[src/rtl/fragment_fifo_reader.sv]
// Fragment FIFO consumer: pops header + attribute words, reassembles one fragment, presents it downstream.
// Optional screen clipping of out-of-range fragments is enabled by defining FRAG_CLIP_EN.
module fragment_fifo_reader #(
    parameter int DATA_WIDTH = 32,
    parameter int ADDR_WIDTH = 4,
    parameter int SCREEN_W   = 640,
    parameter int SCREEN_H   = 480
) (
    input  logic                  clk,
    input  logic                  reset,
    input  logic                  en,
    input  logic [DATA_WIDTH-1:0] fifo_data,
    input  logic                  fifo_empty,
    output logic                  fifo_rd,
    input  logic [ADDR_WIDTH-1:0] vertexSize,
    output logic                  frag_valid,
    input  logic                  frag_ready,
    output logic [15:0]           frag_x,
    output logic [15:0]           frag_y,
    input  logic [ADDR_WIDTH-1:0] frag_attr_addr,
    output logic [DATA_WIDTH-1:0] frag_attr_data,
    output logic [31:0]           frag_count,
    output logic [15:0]           drop_count,
    output logic                  busy
);
    typedef enum logic [1:0] {IDLE, READ, PRESENT} state_t;

    // Wide enough to hold N = 2**ADDR_WIDTH + 1 words.
    localparam int CW = ADDR_WIDTH + 2;

    state_t                state, state_next;
    logic [ADDR_WIDTH-1:0] vs_q;
    logic [CW-1:0]         issued, captured, n_words;
    logic                  rd_q, clip_q, hdr_clip, last_cap;
    logic [DATA_WIDTH-1:0] attr_buf [2**ADDR_WIDTH];

    assign n_words  = CW'(vs_q) + CW'(2);
    // rd_q marks that fifo_data carries the word popped last cycle.
    assign last_cap = rd_q && (captured == n_words - CW'(1));

`ifdef FRAG_CLIP_EN
    assign hdr_clip = (32'(fifo_data[31:16]) >= 32'(SCREEN_W)) ||
                      (32'(fifo_data[15:0])  >= 32'(SCREEN_H));
`else
    assign hdr_clip   = 1'b0;
    assign drop_count = 16'd0;
`endif

    always_comb begin
        state_next = state;
        fifo_rd    = 1'b0;
        case (state)
            IDLE: begin
                if (en && !fifo_empty && !reset) begin
                    fifo_rd    = 1'b1;
                    state_next = READ;
                end
            end
            READ: begin
                fifo_rd = en && !fifo_empty && !reset && (issued < n_words);
                if (last_cap)
                    state_next = clip_q ? IDLE : PRESENT;
            end
            PRESENT: begin
                if (frag_ready)
                    state_next = IDLE;
            end
            default: state_next = IDLE;
        endcase
    end

    always_ff @(posedge clk) begin
        if (reset) begin
            state      <= IDLE;
            rd_q       <= 1'b0;
            issued     <= '0;
            captured   <= '0;
            vs_q       <= '0;
            clip_q     <= 1'b0;
            frag_x     <= '0;
            frag_y     <= '0;
            frag_count <= '0;
        end else begin
            state <= state_next;
            rd_q  <= fifo_rd;
            if (state == IDLE && fifo_rd) begin
                vs_q     <= vertexSize;
                issued   <= CW'(1);
                captured <= '0;
                clip_q   <= 1'b0;
            end else if (fifo_rd) begin
                issued <= issued + CW'(1);
            end
            if (rd_q) begin
                if (captured == '0) begin
                    frag_x <= fifo_data[31:16];
                    frag_y <= fifo_data[15:0];
                    clip_q <= hdr_clip;
                end
                captured <= captured + CW'(1);
            end
            if (state == PRESENT && frag_ready)
                frag_count <= frag_count + 32'd1;
        end
    end

`ifdef FRAG_CLIP_EN
    always_ff @(posedge clk) begin
        if (reset)
            drop_count <= '0;
        else if (last_cap && clip_q && drop_count != 16'hFFFF)
            drop_count <= drop_count + 16'd1;
    end
`endif

    // Attribute store: no reset, contents only meaningful while frag_valid.
    always_ff @(posedge clk) begin
        if (!reset && rd_q && captured != '0)
            attr_buf[ADDR_WIDTH'(captured - CW'(1))] <= fifo_data;
    end

    assign frag_attr_data = attr_buf[frag_attr_addr];
    assign frag_valid     = (state == PRESENT);
    assign busy           = (state != IDLE);

endmodule

[config.mk]
export PLATFORM = sky130hd
export DESIGN_NAME = fragment_fifo_reader
export DESIGN_NICKNAME = d
export VERILOG_FILES = /design/src/rtl/fragment_fifo_reader.sv
export SDC_FILE = /design/constraint.sdc
export NUM_CORES = 1
export LEC_CHECK = 0
export ABC_AREA = 1
export BUFFER_PORTS_ARGS = -buffer_cell sky130_fd_sc_hd__buf_2
export CAP_MARGIN = 10
export CORE_MARGIN = 1.5
export CORE_UTILIZATION = 41
export DETAILED_ROUTE_END_ITERATION = 10
export PLACE_DENSITY = 0.64
export RECOVER_POWER = 25
export SLEW_MARGIN = 0
export SYNTH_ARGS = -nofsm -noshare
export SYNTH_HDL_FRONTEND = slang
export SYNTH_SLANG_ARGS = --single-unit
[constraint.sdc]
create_clock -name clk -period 2.8 [get_ports clk]
set_input_delay 0.14 -clock clk [delete_from_list [all_inputs] [get_ports clk]]
set_output_delay 0.14 -clock clk [all_outputs]
set_load 0.02 [all_outputs]
* Yosys cells after proc, flatten, opt, wreduce, memory -nomap -nowiden *
Memory sizes are Yosys's and may differ from the RTL's.
Index checks and enable logic that the tools add are counted.

word-level totals
  register bits after elaboration = 84
  RAM bits = 512
  input bits = 45
  memories kept = 1

memory list
  name      depth  width  read ports  clocked after memory_dff  wr ports  RTL line  text
  attr_buf  16     32     1           0                         1         35        logic [DATA_WIDTH-1:0] attr_buf [2**ADDR_WIDTH];

cells by class
  add/subtract/negate cells = 6
  magnitude comparators = 1
  equality and inequality tests = 6
  muxes and demuxes = 16
  reductions and logical operators = 19

operators by type and width
  kind                     count
  $add A32 B1 Y32 const B  1
  $add A6 B1 Y6 const B    2
  $mux W6                  2
  $logic_and A1 B1 Y1      8
  $mux W1                  8
  $mux W2                  4
  $eq A6 B6 Y1             1
  $logic_not A6 Y1         1
  $lt A6 B5 Y1             1
  $pmux W2 S3              1
  $reduce_bool A2 Y1       3
  $reduce_bool A6 Y1       1
  $sub A5 B1 Y6 const B    1
  $add A4 B2 Y5 const B    1
  $ne A2 B2 Y1 const B     2
  $sub A4 B1 Y4 const B    1
  $reduce_and A3 Y1        1
  $eq A2 B1 Y1 const B     1
  $eq A2 B2 Y1 const B     1
  $logic_not A1 Y1         2
  $logic_not A2 Y1         1
  $ne A2 B1 Y1 const B     1
  $pmux W1 S2              1
  $reduce_and A2 Y1        1
  $reduce_or A2 Y1         1

* Depth between registers and ports, before layout *
Gate-level depths: netlist of run 1.

  depth in word-level cells = 9
  depth in mapped cells = 12

* Worst setup path after synthesis of run 1 *
No wires, ideal clock.

  path type = register to register
  from = register captured[0]
  to = memory attr_buf[0][0], enable pin
  library setup time = 0.421 ns
  arrival time = 2.543 ns
  required time = 2.379 ns
  setup slack = -0.164 ns
  cell stages (with the launch flop) = 10
  path buffers = 0
  period minus slack after synthesis = 2.964 ns
  cell sequence = dfxtp_1 inv_1 ha_1 nand2_1 inv_1 nand3_1 nand3_1 inv_1 nand2_1 nor2_1

on the way
  cells in the longest elaborated chain, start to end = 4
  elaborated cells between the ends (all ways) = 5
  classes of those cells = 1 x add/sub; 2 x mux; 2 x reduce/logical

RTL lines
  item                           RTL line  text
  start: declaration             33        logic [CW-1:0] issued, captured, n_words;
  start signal: assignment       100       captured <= captured + CW'(1);
  $reduce_bool A6 Y1             118       if (!reset && rd_q && captured != '0)
  $logic_and A1 B1 Y1            118
  $mux W1                        118
  $mux W1 (implied by the code)  119       attr_buf[ADDR_WIDTH'(captured - CW'(1))] <= fifo_data;
  end: declaration               35

Several ways; a longest one is shown, not always the timed one.

* Worst setup path in the final report of run 1 *
  from = register vs_q[1]
  to = output fifo_rd

on the way
  cells in the longest elaborated chain, start to end = 4

RTL lines
  item                      RTL line  text
  start: declaration        32        logic [ADDR_WIDTH-1:0] vs_q;
  start signal: assignment  87        vs_q <= vertexSize;
  $add A4 B2 Y5             37        assign n_words = CW'(vs_q) + CW'(2);
  $lt A6 B5 Y1              60        fifo_rd = en && !fifo_empty && !reset && (issued < n_words);
  $logic_and A1 B1 Y1       60
  $pmux W1 S2               52        case (state)
  end: declaration          14        output logic fifo_rd,

Every way passes these cells.

==> impl_metrics.py, run 1 <==
metrics = {
    "status": {
        "status": "finished clean",
    },
    "grt": {
        "grt_util_all_layers_pct": 19.4,
        "use_met2_pct": 30.8,
        "grt_pass1_vias": 15600,
        "use_met1_pct": 27.1,
        "grtUsageMet3_pct": 4.19,
        "overflow": 0,
        "grt_pass1_wl_um": 92800,
        "grt_max_degree": 90,
        "antenna_found_initial": 3,
        "grt_busiest_layer": "met2",
    },
    "worst_hold_path": {
        "min-delay-start": "reset",
        "worstHoldEndpoint": "frag_count[10]",
        "hp-class": "in2reg",
        "min_path_cells": 3,
    },
    "cts": {
        "cts.sink_count": 596,
        "insertion_delay_ps": 630,
        "clk_pin_slew_worst_paths_ps": 60,
        "cts_setup_buffers": 0,
        "cts.repair.resized": 0,
        "cts_buffer_depth": 3,
        "cts_tree": "yes",
        "h-tree-depth": 2,
        "numCtsBuffers": 61,
        "cts_root_buf": "clkbuf_16",
    },
    "die": {
        "fp.dieArea_um2": 62000,
        "rows": 89,
        "io-pin-count": 160,
        "die_width_um": 249,
        "core_um2": 59400,
        "start_util_pct": 41.8,
        "die_height_um": 249,
    },
    "routing": {
        "wl_um": 61100,
        "detail-route-antenna-nets": 0,
        "firstDrtPassIters": 5,
        "dr_total_vias": 16000,
        "drc": 0,
        "drtIter0Drc": 1274,
        "via_per_inst": 5.32,
        "wl_per_cell_um": 20.2,
    },
    "sta": {
        "slew_violations": 0,
        "maxSlewHeadroom_pct": 36.2,
        "tightest_slew_ps": 956,
        "fmax_mhz": 399,
        "fin_setup_tns_ps": 0,
        "finalCriticalPeriod_ps": 2510,
        "finClkSkew_ps": 19.9,
        "rsz0062_at_grt": "no",
        "hold_viol": 0,
        "setup_viol": 0,
        "period_share_pct": 89.5,
    },
    "synth": {
        "synth_edf_count": 512,
        "synth_flop_cell": "edfxtp_1",
        "ys_seq_area_share_pct": 68.8,
        "syn-instance-count": 2002,
        "synthTopCellsByArea": "edfxtp_1, dfxtp_1, mux2i_1",
        "synth.most_common_cell": "edfxtp_1",
        "synth_cell_types": 33,
        "avgSynthCellArea_um2": 12.4,
        "synth_area_um2": 24800,
        "synth_largest_area_cell": "edfxtp_1",
        "yosysTopAreaCellShare_pct": 62.0,
        "ys_top_cells_by_count": "edfxtp_1, o21ai_0, inv_1",
        "ys_async_sr_fraction_pct": 0,
        "synth_seq_cells": 596,
        "yosys_warnings": 0,
    },
    "worst_setup_path": {
        "path_max_fanout": 9,
        "cp.required_ps": 2660,
        "worstSetupPathType": "reg2out",
        "rr_startpoint": "captured[0]",
        "r2r-end": "attr_buf[12][13]",
        "cp-end-kind": "output pin",
        "rrSetupSlack_ps": 380,
        "worstPathArrival_ps": 2370,
        "critPathLaunchType": "flip-flop",
        "reg2regPathDepth": 10,
    },
    "pwr": {
        "power-per-cell-area_nw_per_um2": 656,
        "power.total_mw": 18.9,
        "power.leakage_nw": 10.6,
        "max-vdd-ir-drop_uv": 575,
    },
    "flow_run": {
        "maxCapViolCount": 0,
    },
    "cells_and_area": {
        "num-fill-cells": 5179,
        "syn_to_final_growth_pct": 16.5,
        "drive_gt1_share_pct": 13.3,
        "layout.nets": 2251,
        "n_antenna_cell": 0,
    },
    "place": {
        "portBuffers": 143,
        "dp_hpwl_um": 37500,
        "gp_congestion": 0.854,
    },
}
[cells by family (layout without fill, tap and decap cells)]
logic type | Yosys count | in the layout | share of synthesized area, %
DFF | 596 | 596 | 68.8
xor gates and xnor gates | 16 | 16 | 0.565
and+or+nand+nor | 434 | 434 | 7.24
buffers and inverters | 309 | 535 | 6.00
AOI/OAI and AO/OA | 504 | 504 | 11.5
muxes | 128 | 128 | 5.17
other | 1 | 16 | 0.0151
adders and majority gates | 14 | 14 | 0.707
[routing by layer]
metal | up-vias | share of wire [%]
li1 | 7557 | -
met1 | 7884 | 44
met2 | 509 | 47
met3 | 86 | 7.2
met4 | 2 | 2.0
met5 | - | 0.021
[worst max-delay path by stage]
stage / from / to / slack [ps] / cells after the start
detailed placement: captured[0] / attr_buf[12][26] / 370 / 10
CTS: vs_q[1] / fifo_rd / 250 / 9
global placement: captured[0] / attr_buf[12][24] / 500 / 10
floorplan: captured[0] / attr_buf[0][0] / -160 / 9
finish: vs_q[1] / fifo_rd / 290 / 9
global route: vs_q[1] / fifo_rd / 120 / 9
[area by class of cell]
cell class | count | area (um2) | share of cell area (%)
Sequential cell | 596 | 17100 | 59.1
Clock inverter | 40 | 337 | 1.17
Timing Repair Buffer | 237 | 1780 | 6.16
Clock buffer | 74 | 1620 | 5.60
Multi-Input combinational cell | 1112 | 6430 | 22.3
Tap cell | 773 | 967 | 3.35
Inverter | 184 | 693 | 2.40
[sequential cells by signal, indices dropped and copies added, names as in the netlist]
| name | flops |
|---|---|
| attr_buf | 512 |
| captured | 6 |
| clip_q | 1 |
| frag_count | 32 |
| frag_x | 16 |
| frag_y | 16 |
| issued | 6 |
| rd_q | 1 |
| state | 2 |
| vs_q | 4 |
[worst max-delay path: stages (launching register included)]
cell and delay [ps]:
dfxtp_1 460, ha_1 300, inv_1 110, ha_1 240, nand2_1 60, nand2_1 50, nand2_1 60, nand2_2 120
nand2_2 150, buf_2 190
[per-stage QoR]
| stage | setup WS [ps] | instance area (um2) | utilization [%] | hold WS, ps | cells |
|---|---|---|---|---|---|
| floorplan | -164 | 24800 | - | 239 | 2017 |
| global placement | 505 | 26600 | 44.8 | 380 | 2865 |
| detailed placement | 371 | 26600 | 44.8 | 380 | 2865 |
| CTS | 247 | 28900 | 48.7 | 20.1 | 3016 |
| global route | 123 | 28900 | 48.7 | 41.5 | 3016 |
| finish | 295 | 28900 | 48.7 | 50.7 | 3016 |
[power breakdown]
part / internal, mW / leakage [nW] / total [mW] / switching [mW]
Combinational: 0.387 / 4.33 / 1.30 / 0.917
Sequential: 9.69 / 5.28 / 9.73 / 0.0382
Clock: 4.48 / 0.953 / 7.90 / 3.41
Total: 14.6 / 10.6 / 18.9 / 4.37
[cell usage in the layout, fill, tap and decap left out, types with 3 or more instances in the layout]
| cell | Yosys | layout |
|---|---|---|
| bufinv_16 | 0 | 4 |
| xnor2_1 | 4 | 4 |
| a21oi_1 | 165 | 165 |
| conb_1 | 1 | 16 |
| clkinv_1 | 0 | 15 |
| clkbuf_1 | 61 | 31 |
| edfxtp_1 | 512 | 512 |
| o21ai_0 | 197 | 197 |
| mux2i_1 | 128 | 128 |
| nor2_4 | 0 | 16 |
| nand3_1 | 73 | 73 |
| clkbuf_16 | 0 | 63 |
| inv_2 | 4 | 4 |
| dfxtp_1 | 84 | 84 |
| nand4_1 | 8 | 8 |
| clkinv_2 | 0 | 13 |
| o211ai_1 | 128 | 128 |
| ha_1 | 14 | 14 |
| buf_4 | 25 | 37 |
| nor2_1 | 156 | 139 |
| nor2_2 | 5 | 6 |
| buf_12 | 4 | 22 |
| clkinvlp_4 | 0 | 3 |
| xor2_1 | 12 | 12 |
| dlygate4sd3_1 | 0 | 37 |
| o21ai_1 | 9 | 9 |
| nand2_1 | 176 | 176 |
| buf_2 | 15 | 120 |
| inv_1 | 180 | 178 |
| clkinv_4 | 0 | 4 |
| nor3_1 | 5 | 5 |
| nand3b_1 | 6 | 6 |
[timing repair]
item / in CTS / in global routing
endpoints found under the setup margin: 0 / 0
hold endpoints to repair: 548 / 0
hold buffers: 37 / 0
No activity file was read; power rests on OpenSTA's default activity.
==> run 2, diff against run 1 <==
CORE_UTILIZATION = 55   (was 41)
PLACE_DENSITY = 0.8   (was 0.64)
==> impl_metrics.py, run 2 (synthesized netlist as in run 1, its figures left out) <==
metrics = {
    "cts": {
        "h-tree-depth": 2,
        "cts_tree": "yes",
        "cts_buffer_depth": 3,
        "numCtsBuffers": 57,
        "cts.sink_count": 596,
        "cts_hold_buf": 41,
        "cts_setup_buffers": 0,
        "insertion_delay_ps": 610,
        "cts_root_buf": "clkbuf_16",
        "cts.repair.resized": 0,
        "clk_pin_slew_worst_paths_ps": 60,
    },
    "die": {
        "die_height_um": 215,
        "start_util_pct": 55.9,
        "core_um2": 44300,
        "fp.dieArea_um2": 46400,
        "rows": 77,
        "die_width_um": 215,
        "io-pin-count": 160,
    },
    "cells_and_area": {
        "regMostFlops": "attr_buf",
        "multiInputGateArea_um2": 6430,
        "final_common_cell": "edfxtp_1",
        "final_cell_mix": "edfxtp_1, o21ai_0, inv_1",
        "layout.nets": 2246,
        "drive_gt1_share_pct": 12.9,
        "num-fill-cells": 3200,
        "syn_to_final_growth_pct": 14.4,
        "largest_register_ffs": 512,
        "n_antenna_cell": 0,
        "final_area_um2": 28400,
        "top_regs": "attr_buf x512, frag_count x32",
        "seq_area_um2": 17100,
    },
    "worst_setup_path": {
        "cp.required_ps": 3070,
        "reg2regPathDepth": 10,
        "r2r-end": "attr_buf[8][24]",
        "rrSetupSlack_ps": 280,
        "worstPathArrival_ps": 2790,
        "critPathLaunchType": "flip-flop",
        "path_max_fanout": 20,
        "cp-end-kind": "flip-flop",
        "worstSetupPathType": "reg2reg",
        "rr_startpoint": "captured[0]",
    },
    "sta": {
        "period_share_pct": 90.1,
        "maxSlewHeadroom_pct": 40.9,
        "finClkSkew_ps": 16.9,
        "setup_viol": 0,
        "hold_viol": 0,
        "slew_violations": 0,
        "finalCriticalPeriod_ps": 2520,
        "fmax_mhz": 396,
        "fin_setup_tns_ps": 0,
        "tightest_slew_ps": 886,
        "fin_hold_ws_ps": 83.5,
        "rsz0062_at_grt": "no",
    },
    "pwr": {
        "power-per-cell-area_nw_per_um2": 658,
        "max-vdd-ir-drop_uv": 505,
        "power.leakage_nw": 10.5,
    },
    "grt": {
        "grt_pass1_vias": 16400,
        "overflow": 0,
        "grt_util_all_layers_pct": 25.6,
        "antenna_found_initial": 0,
        "grt_pass1_wl_um": 91500,
        "grt_max_degree": 90,
    },
    "routing": {
        "via_per_inst": 5.83,
        "drtIter0Drc": 1992,
        "wl_per_cell_um": 21.0,
        "drc": 0,
        "detail-route-antenna-nets": 0,
        "dr_total_vias": 16500,
        "wl_um": 59300,
        "firstDrtPassIters": 8,
    },
    "status": {
        "status": "finished clean",
    },
    "worst_hold_path": {
        "min_path_cells": 6,
        "hp-class": "in2reg",
        "min-delay-start": "fifo_empty",
        "worstHoldEndpoint": "rd_q",
    },
    "place": {
        "portBuffers": 143,
        "placed_area_um2": 26100,
        "dp_hpwl_um": 35000,
        "gp_congestion": 0.844,
    },
    "flow_run": {
        "maxCapViolCount": 0,
    },
}
## run 2: metrics by stage
step	power, mW	instances	utilization [%]	setup WS (ps)
final	18.7	2825	64.0	277
after global routing	19.2	2825	64.0	167
after CTS	18.7	2825	64.1	275
after detailed placement	11.1	2679	59.0	339
after global placement	11.1	2679	59.0	474
after floorplan	10.7	2017	-	-164
## run 2: layer usage
metal,track usage [%],wire [um],vias to the layer above
met2,42.4,28800,853
met4,11.1,2350,0
met3,3.85,5050,169
li1,-,-,7528
met1,33.8,23100,7913
met5,0,0,-
## run 2: power breakdown
group,internal [mW],switching [mW]
clock network,4.42,3.25
logic,0.373,0.889
registers,9.69,0.0407
total,14.5,4.18
## run 2: worst max-delay path by stage
| stage | depth (start not counted) | from | slack, ps | to |
|---|---|---|---|---|
| 2_1_floorplan | 9 | captured[0] | -160 | attr_buf[0][0] |
| 3_3_place_gp | 10 | captured[0] | 470 | attr_buf[14][17] |
| 3_5_place_dp | 10 | captured[0] | 340 | attr_buf[15][3] |
| 4_1_cts | 9 | vs_q[1] | 280 | fifo_rd |
| 5_1_grt | 11 | vs_q[1] | 170 | fifo_rd |
| 6_report | 10 | captured[0] | 280 | attr_buf[8][24] |
## run 2: worst max-delay path: stages, from the launching register on
cell	delay, ps
dfxtp_1	430
inv_1	170
ha_1	250
nand2_1	80
inv_1	50
nand3_1	110
nand3_1	90
inv_1	140
nand2_1	280
nor2_4	200
buf_4	370
## run 2: area by class of cell
| type | count | share of cell area (%) |
|---|---|---|
| multi-input combinational | 1112 | 22.7 |
| inverter | 184 | 2.44 |
| tap | 592 | 2.61 |
| clock inverter | 32 | 1.09 |
| sequential | 596 | 60.1 |
| timing repair buffer | 236 | 5.66 |
| clock buffer | 73 | 5.42 |
==> run 3, diff against run 2 <==
CORE_ASPECT_RATIO = 2   (was unset)
==> impl_metrics.py, run 3 (synthesized netlist as in run 1, its figures left out) <==
metrics = {
    "flow_run": {
        "maxCapViolCount": 0,
    },
    "cts": {
        "cts_hold_buf": 30,
        "clk_pin_slew_worst_paths_ps": 70,
        "cts.sink_count": 596,
        "h-tree-depth": 2,
        "cts_root_buf": "clkbuf_16",
        "numCtsBuffers": 49,
        "insertion_delay_ps": 590,
        "cts.repair.resized": 0,
        "cts_tree": "yes",
        "cts_setup_buffers": 0,
        "cts_buffer_depth": 3,
    },
    "routing": {
        "detail-route-antenna-nets": 0,
        "dr_total_vias": 16300,
        "drc": 11,
        "wl_um": 59100,
        "via_per_inst": 5.90,
        "drtIter0Drc": 1647,
        "firstDrtPassIters": 10,
        "wl_per_cell_um": 21.4,
    },
    "status": {
        "status": "finished with violations",
        "violations": "DRC",
    },
    "worst_setup_path": {
        "worstSetupPathType": "reg2out",
        "cpMaxStageDelayCell": "dfxtp_1",
        "worstPathArrival_ps": 2370,
        "critPathLaunchType": "flip-flop",
        "path_cells": "ha_1, inv_1, ha_1, nand2_1, nand2_1, nand2_1, nand2_2, nand2_2, buf_2",
        "crit_family": "adder cells",
        "cp.required_ps": 2660,
        "crit_top_cell": "nand2_1",
        "crit_buf_inv": 2,
        "cp-end-kind": "output pin",
        "path_max_fanout": 9,
        "max_stage_delay_ps": 480,
    },
    "die": {
        "die_height_um": 303,
        "start_util_pct": 55.9,
        "rows": 109,
        "die_width_um": 153,
        "core_um2": 44300,
        "io-pin-count": 160,
        "fp.dieArea_um2": 46400,
    },
    "grt": {
        "grt_pass1_wl_um": 90300,
        "grt_util_all_layers_pct": 25.4,
        "grt_pass1_vias": 16400,
        "overflow": 0,
        "grt_max_degree": 93,
        "antenna_found_initial": 0,
    },
    "place": {
        "dpl.cell_count": 2642,
        "gp_congestion": 0.902,
        "placed_area_um2": 26100,
        "portBuffers": 143,
        "dp_hpwl_um": 37000,
    },
    "pwr": {
        "clkPwrFrac_pct": 38.8,
        "combPwrFrac_pct": 7.1,
        "p_switching_mw": 4.11,
        "seq_power_share_pct": 54.1,
        "power.leakage_nw": 10.3,
        "intPower_mw": 13.9,
        "switching_share_pct": 22.9,
        "max-vdd-ir-drop_uv": 542,
        "power-per-cell-area_nw_per_um2": 640,
    },
    "cells_and_area": {
        "syn_to_final_growth_pct": 13.1,
        "final_cell_mix": "edfxtp_1, o21ai_0, inv_1",
        "top_regs": "attr_buf x512, frag_count x32",
        "regMostFlops": "attr_buf",
        "multiInputGateArea_um2": 6430,
        "drive_gt1_share_pct": 12.7,
        "final_cells": 2763,
        "largest_register_ffs": 512,
        "num-fill-cells": 3188,
        "n_antenna_cell": 0,
        "final_area_um2": 28000,
        "layout.nets": 2227,
        "final_common_cell": "edfxtp_1",
        "seq_area_um2": 17100,
    },
    "sta": {
        "rsz0062_at_grt": "no",
        "fmax_mhz": 399,
        "period_share_pct": 89.6,
        "setup_viol": 0,
        "maxSlewHeadroom_pct": 30.5,
        "hold_viol": 0,
        "slew_violations": 0,
        "tightest_slew_ps": 1040,
        "finalCriticalPeriod_ps": 2510,
        "finClkSkew_ps": 18.3,
    },
    "worst_hold_path": {
        "hp-class": "in2reg",
    },
}
==> run 3: power groups by stage <==
| stage | Combinational, mW | Sequential [mW] | Clock (mW) |
|---|---|---|---|
| finish | 1.27 | 9.72 | 6.98 |
| global route | 1.36 | 9.72 | 7.35 |
| CTS | 1.27 | 9.71 | 7.04 |
| detailed placement | 1.22 | 9.91 | 0 |
| global placement | 1.19 | 9.91 | 0 |
| floorplan | 0.717 | 9.96 | 0 |
==> run 3: final timing paths <==
path | start | to | slack, ps | depth (start not counted)
max | vs_q[1] | fifo_rd | 290 | 9
min | reset | frag_count[13] | 80 | 2
max reg2reg | captured[0] | attr_buf[5][30] | 290 | 10
min reg2reg | clip_q | clip_q | 450 | 2
==> run 3: cell type report <==
type                            count  area share, %
Multi-Input combinational cell   1112           22.9
Clock inverter                     29           1.08
Clock buffer                       62           4.77
Sequential cell                   596           60.8
Tap cell                          555           2.48
Inverter                          184           2.47
Timing Repair Buffer              225           5.46
==> run 3: through the flow <==
| stage | setup slack [ps] | setup TNS (ps) | hold slack [ps] | power, mW | util [%] |
|---|---|---|---|---|---|
| finish | 291 | 0 | 83.5 | 18.0 | 63.3 |
| global route | 141 | 0 | 74.1 | 18.4 | 63.3 |
| CTS | 278 | 0 | 0.127 | 18.0 | 63.3 |
| global placement | 487 | 0 | 366 | 11.1 | 59.0 |
| floorplan | -164 | -80170 | 239 | 10.7 | - |
| detailed placement | 369 | 0 | 376 | 11.1 | 59.0 |
==> run 3: layer usage <==
layer / track usage [%] / part of all wire [%]
met1: 29.0 / 36
met3: 3.53 / 7.0
met2: 47.1 / 53
met5: 0 / 0
met4: 11.3 / 3.9
